[src/rtl/riscv_core_cache_axi_rd_arbiter.sv]
// Round-robin arbiter sharing one AXI read master between I-cache and D-cache refills.
// The grant is locked per refill, and a watchdog aborts any refill that hangs.
module riscv_core_cache_axi_rd_arbiter #(
  parameter int ADDR_WIDTH     = 32,
  parameter int AXI_DATA_WIDTH = 256,
  parameter int TIMEOUT_CYCLES = 1024,
  parameter int CNT_WIDTH      = 11
) (
  input  logic                      i_clk,
  input  logic                      i_rst_n,
  input  logic                      i_ic_read_req,
  input  logic [ADDR_WIDTH-1:0]     i_ic_read_address,
  output logic                      o_ic_read_done,
  output logic                      o_ic_read_err,
  output logic [AXI_DATA_WIDTH-1:0] o_ic_block,
  input  logic                      i_dc_read_req,
  input  logic [ADDR_WIDTH-1:0]     i_dc_read_address,
  output logic                      o_dc_read_done,
  output logic                      o_dc_read_err,
  output logic [AXI_DATA_WIDTH-1:0] o_dc_block,
  output logic                      o_mem_read_req,
  output logic [ADDR_WIDTH-1:0]     o_mem_read_address,
  input  logic                      i_mem_read_done,
  input  logic [AXI_DATA_WIDTH-1:0] i_block_from_axi,
  output logic [1:0]                o_grant,
  output logic                      o_timeout
);

  typedef enum logic [1:0] {
    IDLE    = 2'd0,
    BUSY_IC = 2'd1,
    BUSY_DC = 2'd2
  } state_t;

  localparam bit WD_EN = (TIMEOUT_CYCLES != 0);
  localparam logic [CNT_WIDTH-1:0] TO_LAST = WD_EN ? CNT_WIDTH'(TIMEOUT_CYCLES - 1) : {CNT_WIDTH{1'b0}};
  localparam logic [CNT_WIDTH-1:0] CNT_MAX = {CNT_WIDTH{1'b1}};

  state_t                  state_q, state_d;
  logic                    req_q, req_d;
  logic [ADDR_WIDTH-1:0]   addr_q, addr_d;
  logic [1:0]              grant_q, grant_d;
  logic [CNT_WIDTH-1:0]    cnt_q, cnt_d;
  logic                    last_dc_q, last_dc_d;
  logic                    block_q, block_d;
  logic                    busy_s, done_s, fire_s, ic_elig_s, dc_elig_s;

  // Done/abort qualification; pulses are suppressed while reset is asserted.
  always_comb begin
    busy_s    = (state_q != IDLE);
    done_s    = busy_s & i_mem_read_done & i_rst_n;
    fire_s    = WD_EN & busy_s & (cnt_q == TO_LAST) & ~i_mem_read_done & i_rst_n;
    // last_dc_q names the cache just released; block_q keeps it out for one IDLE cycle
    ic_elig_s = i_ic_read_req & ~(block_q & ~last_dc_q);
    dc_elig_s = i_dc_read_req & ~(block_q & last_dc_q);
  end

  assign o_ic_read_done     = done_s & (state_q == BUSY_IC);
  assign o_dc_read_done     = done_s & (state_q == BUSY_DC);
  assign o_ic_read_err      = fire_s & (state_q == BUSY_IC);
  assign o_dc_read_err      = fire_s & (state_q == BUSY_DC);
  assign o_timeout          = fire_s;
  assign o_ic_block         = i_block_from_axi;
  assign o_dc_block         = i_block_from_axi;
  assign o_mem_read_req     = req_q;
  assign o_mem_read_address = addr_q;
  assign o_grant            = grant_q;

  // Next-state: arbitration in IDLE, refill tracking and watchdog in BUSY.
  always_comb begin
    state_d   = state_q;
    req_d     = req_q;
    addr_d    = addr_q;
    grant_d   = grant_q;
    cnt_d     = cnt_q;
    last_dc_d = last_dc_q;
    block_d   = 1'b0;
    case (state_q)
      IDLE: begin
        if (dc_elig_s && (!ic_elig_s || !last_dc_q)) begin
          state_d = BUSY_DC;
          req_d   = 1'b1;
          addr_d  = i_dc_read_address;
          grant_d = 2'b10;
          cnt_d   = {CNT_WIDTH{1'b0}};
        end else if (ic_elig_s) begin
          state_d = BUSY_IC;
          req_d   = 1'b1;
          addr_d  = i_ic_read_address;
          grant_d = 2'b01;
          cnt_d   = {CNT_WIDTH{1'b0}};
        end else begin
          state_d = IDLE;
        end
      end
      BUSY_IC, BUSY_DC: begin
        if (done_s || fire_s) begin
          state_d   = IDLE;
          req_d     = 1'b0;
          grant_d   = 2'b00;
          last_dc_d = (state_q == BUSY_DC);
          block_d   = 1'b1;
        end else if (cnt_q != CNT_MAX) begin
          cnt_d = cnt_q + {{(CNT_WIDTH-1){1'b0}}, 1'b1};
        end else begin
          cnt_d = cnt_q;
        end
      end
      default: begin
        state_d = IDLE;
        req_d   = 1'b0;
        grant_d = 2'b00;
      end
    endcase
  end

  // State register with synchronous active-low reset.
  always_ff @(posedge i_clk) begin
    if (!i_rst_n) begin
      state_q   <= IDLE;
      req_q     <= 1'b0;
      addr_q    <= {ADDR_WIDTH{1'b0}};
      grant_q   <= 2'b00;
      cnt_q     <= {CNT_WIDTH{1'b0}};
      last_dc_q <= 1'b0;
      block_q   <= 1'b0;
    end else begin
      state_q   <= state_d;
      req_q     <= req_d;
      addr_q    <= addr_d;
      grant_q   <= grant_d;
      cnt_q     <= cnt_d;
      last_dc_q <= last_dc_d;
      block_q   <= block_d;
    end
  end

endmodule

[config.mk]
export PLATFORM = sky130hd
export DESIGN_NAME = riscv_core_cache_axi_rd_arbiter
export DESIGN_NICKNAME = d
export VERILOG_FILES = /design/src/rtl/riscv_core_cache_axi_rd_arbiter.sv
export SDC_FILE = /design/constraint.sdc
export NUM_CORES = 1
export LEC_CHECK = 0
export ABC_AREA = 1
export BUFFER_PORTS_ARGS = -buffer_cell sky130_fd_sc_hd__clkbuf_2
export CORE_AREA = 2 2 337 339
export CTS_BUF_LIST = sky130_fd_sc_hd__clkbuf_4 sky130_fd_sc_hd__clkbuf_8
export CTS_CLUSTER_SIZE = 25
export DETAILED_ROUTE_END_ITERATION = 6
export DIE_AREA = 0 0 339 341
export HOLD_SLACK_MARGIN = 0.05
export PLACE_DENSITY = 0.3
export SYNTH_ARGS = -nofsm -noshare
export SYNTH_HDL_FRONTEND = slang
export SYNTH_SLANG_ARGS = --single-unit
[constraint.sdc]
create_clock -name i_clk -period 1.9 [get_ports i_clk]
set_input_delay 0.095 -clock i_clk [delete_from_list [all_inputs] [get_ports i_clk]]
set_output_delay 0.095 -clock i_clk [all_outputs]
set_load 0.05 [all_outputs]
# ---- Yosys cells after proc, flatten, opt, wreduce, memory -nomap -nowiden
# Index checks and enable logic that the tools add are counted.
dict set report totals {
  reg_bits 50
  latch_bits 0
  mem_bits_rw 0
  rom_bits 0
  inputBits 325
  out_inout_bits 552
  word_cells 67
  memories 0
}
dict set report classes {
  addsub 1
  multipliers 0
  div 0
  order_cmp 0
  eq_ne 8
  shifts 0
  mux 19
  bitwise_logic 17
  reduce_logical 15
}
# operator count
set op_table {}
lappend op_table {{$mux 32} 2}
lappend op_table {{$mux 11} 4}
lappend op_table {{$pmux 11 s2} 1}
lappend op_table {{$and 1x1->1} 13}
lappend op_table {{$add 11x1->11 const B} 1}
lappend op_table {{$eq 11x10->1 const B} 1}
lappend op_table {{$ne 11x11->1 const B} 1}
lappend op_table {{$mux 2} 4}
lappend op_table {{$pmux 2 s2} 2}
lappend op_table {{$reduce_and 2->1} 4}
lappend op_table {{$ne 2x2->1 const B} 3}
lappend op_table {{$reduce_bool 2->1} 3}
lappend op_table {{$mux 1} 5}
lappend op_table {{$not 1->1} 4}
lappend op_table {{$reduce_and 4->1} 1}
lappend op_table {{$ne 3x3->1 const B} 1}
lappend op_table {{$eq 2x1->1 const B} 1}
lappend op_table {{$eq 2x2->1 const B} 1}
lappend op_table {{$logic_not 1->1} 2}
lappend op_table {{$logic_not 2->1} 1}
lappend op_table {{$logic_or 1x1->1} 2}
lappend op_table {{$pmux 1 s2} 1}
lappend op_table {{$reduce_or 2->1} 1}
lappend op_table {{$logic_and 1x1->1} 1}

# ---- Depth between registers and ports, before layout
# Gate-level depths: netlist of the first run.
dict set report logic_depth {
  ltp_word 9
  depth_mapped 12
  mapped_depth_nobuf 12
}

# ---- Worst setup path after synthesis of the first run
# OpenSTA, ideal clock, no wires.
dict set report synth_timing {
  path_type {flip-flop to output port}
  from {reg state_q[0]}
  to {out o_dc_read_err}
  t_arrival_ns 1.616
  required_time_ns 1.805
  slack_ns 0.189
  path_stages_with_launch 8
  n_path_buf 0
  path_cell_list {dfxtp_1 -> inv_1 -> ha_1 -> inv_2 -> nand2_1 -> nor2_1 -> nand2_2 -> nor2_1}
}
dict set report synth_between {
  elab_chain_cells 5
  elab_cells_between_ends 6
  cone_classes {eq/ne (1); bitwise (4); reduce/logical (1)}
}
# element line
set synth_rtl {}
lappend synth_rtl {{from (decl)} 39} ;# state_t state_q, state_d;
lappend synth_rtl {{from (signal assigned)} 128} ;# state_q <= state_d;
lappend synth_rtl {{$reduce_bool 2->1} 50} ;# busy_s = (state_q != IDLE);
lappend synth_rtl {{$and 1x1->1 (3 in a row)} 52} ;# fire_s = WD_EN & busy_s & (cnt_q == TO_LAST) & ~i_mem_read_done & i_rst_n;
lappend synth_rtl {{$and 1x1->1 (*)} 61} ;# assign o_dc_read_err = fire_s & (state_q == BUSY_DC);
lappend synth_rtl {{to (decl)} 19} ;# output logic o_dc_read_err,
# Every way passes the cells marked *; elsewhere a longest branch is shown, timed or not.

# ---- Worst setup path in the final report of the first run
dict set report layout_timing {
  from {reg state_q[1]}
  to {out o_ic_read_err}
}
dict set report layout_between {
  elab_chain_cells 5
  elab_cells_between_ends 6
  cone_classes {eq/ne (1); bitwise (4); reduce/logical (1)}
}
# element line
set layout_rtl {}
lappend layout_rtl {{$reduce_bool 2->1} 50}
lappend layout_rtl {{$and 1x1->1 (3 in a row)} 52}
lappend layout_rtl {{$and 1x1->1 (*)} 60} ;# assign o_ic_read_err = fire_s & (state_q == BUSY_IC);
lappend layout_rtl {{to (decl)} 14} ;# output logic o_ic_read_err,
# Marked as above.

==> results by group, run 1 <==
STA
  – Final TNS setup: 0 ns
  – # setup viols final: 0
  – Worst-Margin Slew: ~0.55 ns
  – Fin. Hold Viols: 0
  – Post-Route Skew: ~0.03 ns
  – Final Cycle Share: 93.5%
  – Fmax achieved: 0.563 GHz
  – Pins Over Slew Limit: 0
  – Worst hold slack: 0.190 ns
  – Slew HR: 63.6%
  – Min Clock Period, post-route: 1.78 ns
  – Worst setup margin: between 0.1 and 0.15 ns

Floorplanning
  – Core area: between 100,000 and 150,000 um2
  – Chip Height: around 340 um
  – Die Width: 339 um
  – Initial Utilization: 5.72%
  – Die Area: 116,000 um2
  – Num rows: roughly 120
  – I/O Pins: 877

Critical path
  – CP Data Arrival Time: 1.68 ns
  – Critical Path Sink Type: primary output
  – CP Max Fanout: 4
  – WS Path Type: reg2out
  – CP startpoint kind: flip-flop
  – CP required: ~1.8 ns

Global routing
  – First-pass GRT wire length: 40,000 um
  – Largest net degree at the start of global routing: 38
  – Grt ovf: 0
  – Global-route usage over all layers: under 10%
  – Number of global-route vias before repair: 4,047
  – Initial antenna violation count: 1

Synthesis
  – Gate Count Post-Synth: 867
  – Net count after synthesis: 1,196
  – Sequential area share after synthesis: 15.6%
  – Count leader, synth: buf_4
  – Dominant synthesized flop cell: dfxtp_1
  – Seq cells post-synth: 50
  – Synth Warn #: 0
  – EDFF count, synth: 0
  – Cell taking the most area after synthesis: buf_4
  – Synth Area per Inst: 7.38 um2
  – Post-synth ARST share: 0%
  – Ranking of synthesized cells by area: buf_4 (60%), dfxtp_1 (16%), nand2_1 (4.4%), nand3_1 (3.8%), a31oi_1 (3.1%)
  – Yosys cell types: 28
  – Synthesized area: 6400 um2
  – Post-synth top cells: buf_4 (515), nand2_1 (75), dfxtp_1 (50)
  – Area share of the largest cell type after synthesis: 60.4%

Routing
  – Drt wl/cell: about 16 um
  – Post-route DRC: 0
  – DRT iter0 DRCs: 149
  – Detailed Routing Iterations Pass 1: 4
  – Post-route ant nets: 0
  – Via density: 1.88
  – Via count: just under 4,000
  – DRT Wirelength: ~32,000 um

Clocking
  – H-tree depth: 2
  – TritonCTS Buffers: 5
  – Number of clock sinks: 50
  – Root buf cell: clkbuf_8
  – CTS tree: done
  – Worst-Skew Late Latency: approximately 0.40 ns
  – Clock slew at reported path FFs: between 0.1 and 0.15 ns
  – Clk buf depth: 2

Layout
  – Fin nets: 870
  – Sequential cell area: slightly above 1000 um2
  – Area delta synth->final: -5.69%
  – Cell area after layout: 6030 um2
  – Area occupied by multi-input gates: 1410 um2
  – Final cell count without fillers: approximately 2,000
  – Layout cells sized above 1: between 30% and 40%
  – Fillers: 13,300

Power
  – Leak: 1.96 nW
  – Worst VDD drop: just under 0.0003 V
  – PwrDens: roughly 600 nW/um2

Place
  – Pre-CTS setup slack: roughly 0.12 ns
  – DP Area: 5140 um2
  – Port bufs: around 110
  – GPL Wtd Cong: approximately 0.7
  – Final HPWL DP: ~27,000 um
  – Placed Instances: 1,962

Flow run
  – Maxcap violations: 0

Hold path
  – Tightest Hold Check Type: in2out

Status
  – Status: finished, final reports clean
[flip-flops by register name, indices dropped and copies added (netlist names)]
register,flops
o_grant,2
state_q,2
block_q,1
o_mem_read_req,1
last_dc_q,1
cnt_q,11
o_mem_read_address,32
[metal layers]
layer | wire (um) | part of all wire (%) | vias up | global-route usage [%]
met2 | 13700 | 43 | 491 | 7.84
met5 | 65 | 0.20 | - | 0.858
met3 | 4960 | 15 | 198 | 3.75
li1 | - | - | 1594 | -
met4 | 2260 | 7.0 | 2 | 3.77
met1 | 11100 | 35 | 1564 | 5.21
[path summary, 6_finish.rpt]
check | endpoint | from | depth (start not counted) | slack [ns]
worst max-delay path | o_ic_read_err | state_q[1]$_SDFFE_PN0P_ | 9 | 0.12
worst min-delay path | o_dc_block[162] | i_block_from_axi[162] | 0 | 0.19
worst max register to register | cnt_q[1]$_SDFFE_PN0P_ | state_q[1]$_SDFFE_PN0P_ | 12 | 0.19
worst min register to register | o_mem_read_req$_SDFFE_PN0P_ | o_mem_read_req$_SDFFE_PN0P_ | 2 | 0.48
[metrics by stage]
step / util [%] / total power, mW
2_1_floorplan: - / 4.96
3_3_place_gp: 4.60 / 2.68
3_5_place_dp: 4.60 / 2.66
4_1_cts: 5.32 / 3.79
5_1_grt: 5.38 / 3.91
6_report: 5.39 / 3.63
[where the power goes]
part | internal, mW | total, mW | switching [mW] | leakage [nW]
clock network | 0.278 | 0.897 | 0.619 | 0.0503
registers | 1.18 | 1.31 | 0.131 | 0.416
logic | 0.475 | 1.42 | 0.944 | 1.50
total | 1.93 | 3.63 | 1.69 | 1.96
[layout by cell type (no fill, tap or decap), types with 14 or more instances in the layout]
cell type        n
inv_1           14
o21ai_1         33
dlygate4sd3_1   65
nand3_1         49
buf_4           26
a31oi_1         32
a21oi_1         16
nor2_1          18
dfxtp_1         44
clkbuf_2       103
nand2_1         74
[layout make-up]
class,instances,share of cell area [%]
repair buffers,203,25.5
flip-flops and latches,50,16.7
inverters,23,1.47
diodes,5,0.207
multi-input cells,258,23.4
well taps,1500,31.1
clock inverters,3,0.477
clock buffers,5,1.14
[cell families (layout without fill, tap and decap cells)]
family | after synthesis | in the layout | synth area share (%)
buffers and inverters | 559 | 234 | 63.4
AND/OR/NAND/NOR | 163 | 163 | 11.9
AO/OA/AOI/OAI | 90 | 90 | 8.13
flip-flops | 50 | 50 | 15.6
adder cells (fa/ha/maj) | 4 | 4 | 0.782
XOR/XNOR | 1 | 1 | 0.137
other | 0 | 5 | 0
[worst max-delay path, cell delays in order, from the launching register on]
cell and delay [ns]:
dfxtp_2 0.37, inv_2 0.06, ha_4 0.16, inv_4 0.06, nand2_2 0.06, nor2_4 0.12
nand2_4 0.07, buf_8 0.14, nor2_4 0.12, buf_12 0.14
[repair_timing]
action | in CTS | in global routing
pin swaps | 3 | 4
hold buffers | 65 | 0
endpoints found under the setup margin | 5 | 11
gates resized for setup | 12 | 14
buffers inserted | 5 | 2
endpoints found under the hold margin | 34 | 0
cloned | 0 | 0
No activity file was read; power rests on OpenSTA's default activity.
==> inputs of run 2 (changes only) <==
--- a/config.mk
+++ b/config.mk
@@ -5,7 +5,6 @@
 export SDC_FILE = /design/constraint.sdc
 export NUM_CORES = 1
 export LEC_CHECK = 0
-export ABC_AREA = 1
 export BUFFER_PORTS_ARGS = -buffer_cell sky130_fd_sc_hd__clkbuf_2
 export CORE_AREA = 2 2 337 339
 export CTS_BUF_LIST = sky130_fd_sc_hd__clkbuf_4 sky130_fd_sc_hd__clkbuf_8
@@ -14,6 +13,7 @@
 export DIE_AREA = 0 0 339 341
 export HOLD_SLACK_MARGIN = 0.05
 export PLACE_DENSITY = 0.3
+export SLEW_MARGIN = 25
 export SYNTH_ARGS = -nofsm -noshare
 export SYNTH_HDL_FRONTEND = slang
 export SYNTH_SLANG_ARGS = --single-unit
==> results by group, run 2 <==
Status
  – Status: finished, violations left
  – Failing checks: setup timing

Critical path
  – CP required: 1.80 ns
  – CP max stage cell: dfxtp_2
  – Delay of the slowest critical-path stage: 0.37 ns
  – CP startpoint kind: flip-flop
  – Cells along the critical path: ha_4 > and3_4 > nand4_1 > nor4b_4 > and2_4 > clkbuf_16
  – CP Max Fanout: 3
  – CP Data Arrival Time: ~2.0 ns
  – Critical Path Sink Type: primary output
  – WS Path Type: reg2out

Routing
  – DR top layer: met5
  – DRT Wirelength: 29,000 um
  – Post-route ant nets: 0
  – Met2 WL: 12,000 um
  – Via count: 3,727
  – DRT iter0 DRCs: 116
  – Drt wl/cell: 14.5 um
  – Post-route DRC: 0
  – Detailed Routing Iterations Pass 1: 4
  – Metal1 wirelength: between 9000 and 10,000 um
  – Met3 WL: 5480 um
  – Via density: 1.86

Clocking
  – TritonCTS Buffers: 5
  – CTS tree: done
  – Clk buf depth: 2
  – Worst-Skew Late Latency: ~0.39 ns
  – Clock slew at reported path FFs: 0.15 ns
  – Number of clock sinks: 50
  – H-tree depth: 2
  – Root buf cell: clkbuf_8

STA
  – Worst hold slack: 0.114 ns
  – Fmax achieved: 0.490 GHz
  – Worst setup margin: -0.141 ns
  – Min Clock Period, post-route: 2.04 ns
  – RSZ-0062 raised after global routing: yes
  – Final TNS setup: -0.364 ns
  – Final Cycle Share: 107%
  – Pins Over Slew Limit: 0
  – Post-Route Skew: roughly 0.033 ns
  – # setup viols final: 3
  – Fin. Hold Viols: 0
  – Worst-Margin Slew: 0.591 ns
  – Slew HR: between 60% and 70%

Synthesis
  – Area share of the largest cell type after synthesis: 59.9%
  – Count leader, synth: buf_4
  – Cell taking the most area after synthesis: buf_4
  – Post-synth top cells: buf_4 (512), dfxtp_1 (50), nand2_1 (44)
  – Synth Warn #: 0
  – Ranking of synthesized cells by area: buf_4 (60%), dfxtp_1 (16%), a311oi_1 (4.4%), nand3_1 (3.0%), nand2_1 (2.6%)
  – Sequential area share after synthesis: 15.6%
  – Net count after synthesis: 1,150
  – Post-synth ARST share: 0%
  – Synth Area per Inst: roughly 7.8 um2
  – EDFF count, synth: 0
  – Gate Count Post-Synth: 821
  – Synthesized area: around 6400 um2
  – Dominant synthesized flop cell: dfxtp_1
  – Seq cells post-synth: 50
  – Yosys cell types: 53

Global routing
  – Global-route usage over all layers: roughly 4.8%
  – Initial antenna violation count: 5
  – First-pass GRT wire length: between 30,000 and 40,000 um
  – Number of global-route vias before repair: 3,932
  – Grt ovf: 0
  – Largest net degree at the start of global routing: 30

Layout
  – Area delta synth->final: -4.56%
  – Final cell count without fillers: 2,005
  – Layout cells sized above 1: 38.5%
  – Most frequent cells in the layout: clkbuf_2 (103), dlygate4sd3_1 (65), nand2_1 (43)
  – Util after Layout: 5.48%
  – Sequential cell area: roughly 1000 um2
  – Fillers: 13,200
  – Area occupied by multi-input gates: 1530 um2
  – Fin nets: 829
  – Largest register FFs: 32
  – Commonest non-fill, non-tap cell in the layout: clkbuf_2

Place
  – Placed Instances: about 1,900
  – Final HPWL DP: 24,500 um
  – Port bufs: about 110
  – GPL Wtd Cong: between 0.6 and 0.7

Floorplanning
  – Core area: 112,000 um2
  – Die Area: 116,000 um2
  – I/O Pins: 877
  – Chip Height: 341 um
  – Die Width: 339 um
  – Num rows: 123
  – Initial Utilization: 5.74%

Hold path
  – Tightest Hold Check Type: in2reg

Flow run
  – Maxcap violations: 0

Power
  – Leak: 1.97 nW
  – PwrDens: ~570 nW/um2
  – Sw frac: 45.5%
  – Worst VDD drop: 0.000256 V
  – Combinational Power Share: 39.9%
  – Int Pwr: between 1.5 and 2 mW
  – Net Sw Power: roughly 1.6 mW
  – Seq pwr share: 35.7%
  – Clk pwr share: 24.4%
  – Total power: approximately 3.5 mW
[run 2: cell families (layout without fill, tap and decap cells)]
logic type / after synthesis / count (layout) / share of synthesized area, %
other: 0 / 4 / 0
AOI/OAI and AO/OA: 71 / 71 / 9.16
buffers and inverters: 541 / 221 / 62.3
adders and majority gates: 4 / 4 / 0.780
DFF: 50 / 50 / 15.6
muxes: 1 / 1 / 0.156
and+or+nand+nor: 154 / 154 / 12.0
[run 2: per-stage QoR]
step	instance area (um2)	setup WS, ns
detailed placement	5130	-0.0236
CTS	6010	-0.202
global placement	5130	0.0458
finish	6130	-0.141
floorplan	6460	-0.116
global route	6120	-0.271
[run 2: routing by layer]
layer / vias up / GRT usage (%)
met1: 1555 / 4.55
li1: 1535 / -
met2: 464 / 6.84
met3: 167 / 4.34
met4: 6 / 2.75
met5: - / 0.572
[run 2: area by class of cell]
class                           instances  area share, %
Antenna cell                            4          0.163
Clock buffer                            5           1.12
Clock inverter                          3          0.429
Inverter                                4          0.245
Multi-Input combinational cell        230           24.9
Sequential cell                        50           16.5
Tap cell                             1500           30.6
Timing Repair Buffer                  209           25.9
[run 2: path summary, 6_finish.rpt]
check,slack [ns],depth (start not counted),endpoint,startpoint
min,0.11,3,o_mem_read_address[14]$_SDFFE_PN0P_,i_dc_read_req
max,-0.14,6,o_ic_read_err,cnt_q[1]$_SDFFE_PN0P_
min reg2reg,0.50,2,o_grant[1]$_SDFFE_PN0P_,o_grant[1]$_SDFFE_PN0P_
max reg2reg,0.06,8,cnt_q[10]$_SDFFE_PN0P_,state_q[1]$_SDFFE_PN0P_
[run 2: power groups by stage]
stage / Sequential (mW) / Combinational (mW) / Clock [mW]
floorplan: 1.59 / 3.30 / 0
detailed placement: 1.27 / 1.27 / 0
global placement: 1.26 / 1.27 / 0
finish: 1.24 / 1.38 / 0.844
CTS: 1.24 / 1.40 / 0.972
global route: 1.25 / 1.52 / 0.985
[run 2: repair_timing]
item | 4_1_cts | 5_1_grt
pin swaps | 5 | 5
hold endpoints to repair | 34 | 0
buffers inserted | 7 | 6
hold buffers | 65 | 0
endpoints found under the setup margin | 8 | 19
gates cloned | 0 | 0
gates resized for setup | 18 | 23
[run 2: worst max-delay path, delay by kind of cell (launching register included)]
kind / cells / cell delay [ns]
buffers and inverters: 1 / 0.15
DFF: 1 / 0.37
adders and majority gates: 1 / 0.13
and+or+nand+nor: 4 / 0.91
==> inputs of run 3 (changes only) <==
--- a/config.mk
+++ b/config.mk
@@ -17,3 +17,4 @@
 export SYNTH_ARGS = -nofsm -noshare
 export SYNTH_HDL_FRONTEND = slang
 export SYNTH_SLANG_ARGS = --single-unit
+export TNS_END_PERCENT = 30
==> results by group, run 3 (same netlist as run 2, synthesis figures left out) <==
STA
  – Pins Over Slew Limit: 0
  – Worst-Margin Slew: 0.523 ns
  – Min Clock Period, post-route: 2.05 ns
  – Worst setup margin: -0.153 ns
  – RSZ-0062 raised after global routing: yes
  – Post-Route Skew: 0.0369 ns
  – # setup viols final: 3
  – Fin. Hold Viols: 0
  – Slew HR: approximately 65%
  – Final Cycle Share: 108%
  – Fmax achieved: 0.487 GHz

Critical path
  – R2r setup slk: 0.03 ns
  – CP startpoint kind: flip-flop
  – WS Path Type: reg2out
  – Reg-to-Reg End: cnt_q[5]$_SDFFE_PN0P_
  – CP required: 1.80 ns
  – Cells along the critical path: ha_4 > and3_4 > nand4_1 > nor4b_4 > and2_4 > clkbuf_16
  – Delay of the slowest critical-path stage: between 0.3 and 0.4 ns
  – CP Max Fanout: 3
  – CP Data Arrival Time: 1.96 ns
  – CP max stage cell: dfxtp_2
  – Critical Path Sink Type: primary output
  – Worst reg2reg startpoint: state_q[0]$_SDFFE_PN0P_
  – Cells on worst reg2reg path: 8

Floorplanning
  – Num rows: 123
  – Die Area: 116,000 um2
  – Core area: 112,000 um2
  – Initial Utilization: 5.74%
  – Die Width: between 300 and 400 um
  – I/O Pins: 877
  – Chip Height: 341 um

Layout
  – Final cell count without fillers: between 1,500 and 2,000
  – Util after Layout: approximately 5.4%
  – Layout cells sized above 1: between 30% and 40%
  – Largest register FFs: 32
  – Commonest non-fill, non-tap cell in the layout: clkbuf_2
  – Most frequent cells in the layout: clkbuf_2 (103), dlygate4sd3_1 (65), nand2_1 (43)
  – Fin nets: 819
  – Area delta synth->final: -5.98%

Clocking
  – Clock slew at reported path FFs: 0.16 ns
  – TritonCTS Buffers: 5
  – CTS tree: done
  – Root buf cell: clkbuf_8
  – H-tree depth: 2
  – Clk buf depth: 2
  – Worst-Skew Late Latency: 0.39 ns
  – Number of clock sinks: 50

Hold path
  – Worst Hold Path Cells: 3
  – Hold EP: block_q$_SDFF_PN0_
  – Tightest Hold Check Type: in2reg
  – Hold_sp: i_mem_read_done

Global routing
  – Initial antenna violation count: 2
  – Largest net degree at the start of global routing: 45
  – First-pass GRT wire length: 34,500 um
  – Number of global-route vias before repair: 3,879
  – Grt ovf: 0
  – Global-route usage over all layers: 4.47%

Routing
  – Via count: 3,661
  – Detailed Routing Iterations Pass 1: 4
  – Via density: 1.84
  – Drt wl/cell: 13.6 um
  – Met3 WL: approximately 4400 um
  – DR top layer: met5
  – Met2 WL: 11,600 um
  – Metal1 wirelength: about 9300 um
  – Post-route ant nets: 0
  – DRT Wirelength: 27,100 um
  – DRT iter0 DRCs: 108
  – Post-route DRC: 0

Place
  – GPL Wtd Cong: 0.657
  – Final HPWL DP: ~23,000 um
  – Placed Instances: 1,912
  – Port bufs: 108

Power
  – PwrDens: roughly 570 nW/um2
  – Total power: 3.41 mW
  – Worst VDD drop: around 0.00027 V
  – Leak: between 1.5 and 2 nW

Flow run
  – Maxcap violations: 0

Status
  – Status: finished, violations left
  – Failing checks: setup timing
run 3: changes by cell type in the layout (fill, tap and decap cells not counted), moves of 2 or more:
cell     delta
o41ai_1     +2
diode_2     -2
buf_4      -10
buf_8       -2
o41ai_2     -2
run 3: timing repair:
action                     CTS  global route
pin swaps                    4             4
setup buffers                5             1
cloned                       0             0
setup endpoints to repair    8            44
hold endpoints to repair    34             1
resized for setup           21            13
hold buffers                64             1
run 3: critical path, delay by kind of cell, from the launching register on:
family,cells,cell delay [ns]
buf+inv,1,0.15
flops,1,0.38
simple gates,4,0.91
fa+ha+maj,1,0.14
run 3: worst max-delay path by stage:
stage                                  startpoint                      to  slack, ns  cells past startpoint
after global routing        cnt_q[0]$_SDFFE_PN0P_           o_dc_read_err      -0.29                      6
after floorplan             cnt_q[0]$_SDFFE_PN0P_           o_dc_read_err      -0.12                      5
after CTS                   cnt_q[0]$_SDFFE_PN0P_           o_ic_read_err      -0.23                      6
final                       cnt_q[0]$_SDFFE_PN0P_           o_dc_read_err      -0.15                      6
after global placement    state_q[1]$_SDFFE_PN0P_  cnt_q[10]$_SDFFE_PN0P_       0.04                      7
after detailed placement  state_q[1]$_SDFFE_PN0P_  cnt_q[10]$_SDFFE_PN0P_      0.003                      7
run 3: cell type report:
cell class                 instances  area [um2]
sequential                        50        1010
inverter                           4        15.0
antenna                            2        5.00
clock inverter                     3        26.3
timing repair buffer             199        1510
multi-input combinational        230        1520
clock buffer                       5        68.8
fill                           13300      106000
tap                             1500        1880
run 3: through the flow:
stage | worst slack [ns] | TNS, ns | area, um2 | hold WS [ns]
4_1_cts | -0.234 | -0.631 | 5980 | 0.0554
3_5_place_dp | 0.00304 | 0 | 5120 | 0.190
5_1_grt | -0.295 | -1.09 | 6030 | 0.0638
6_report | -0.153 | -0.400 | 6040 | 0.108
3_3_place_gp | 0.0397 | 0 | 5120 | 0.190
2_1_floorplan | -0.117 | -0.218 | 6460 | 0.258
run 3: routing by layer:
metal  global-route usage (%)  vias up
li1                         -     1509
met1                     4.28     1554
met2                     6.64      436
met3                     3.49      160
met4                     2.78        2
met5                    0.735        -
run 3: power breakdown:
part	switching [mW]	internal [mW]	leakage, nW
Combinational	0.910	0.434	1.44
Sequential	0.0693	1.16	0.417
Clock	0.567	0.275	0.0491
Total	1.55	1.87	1.91
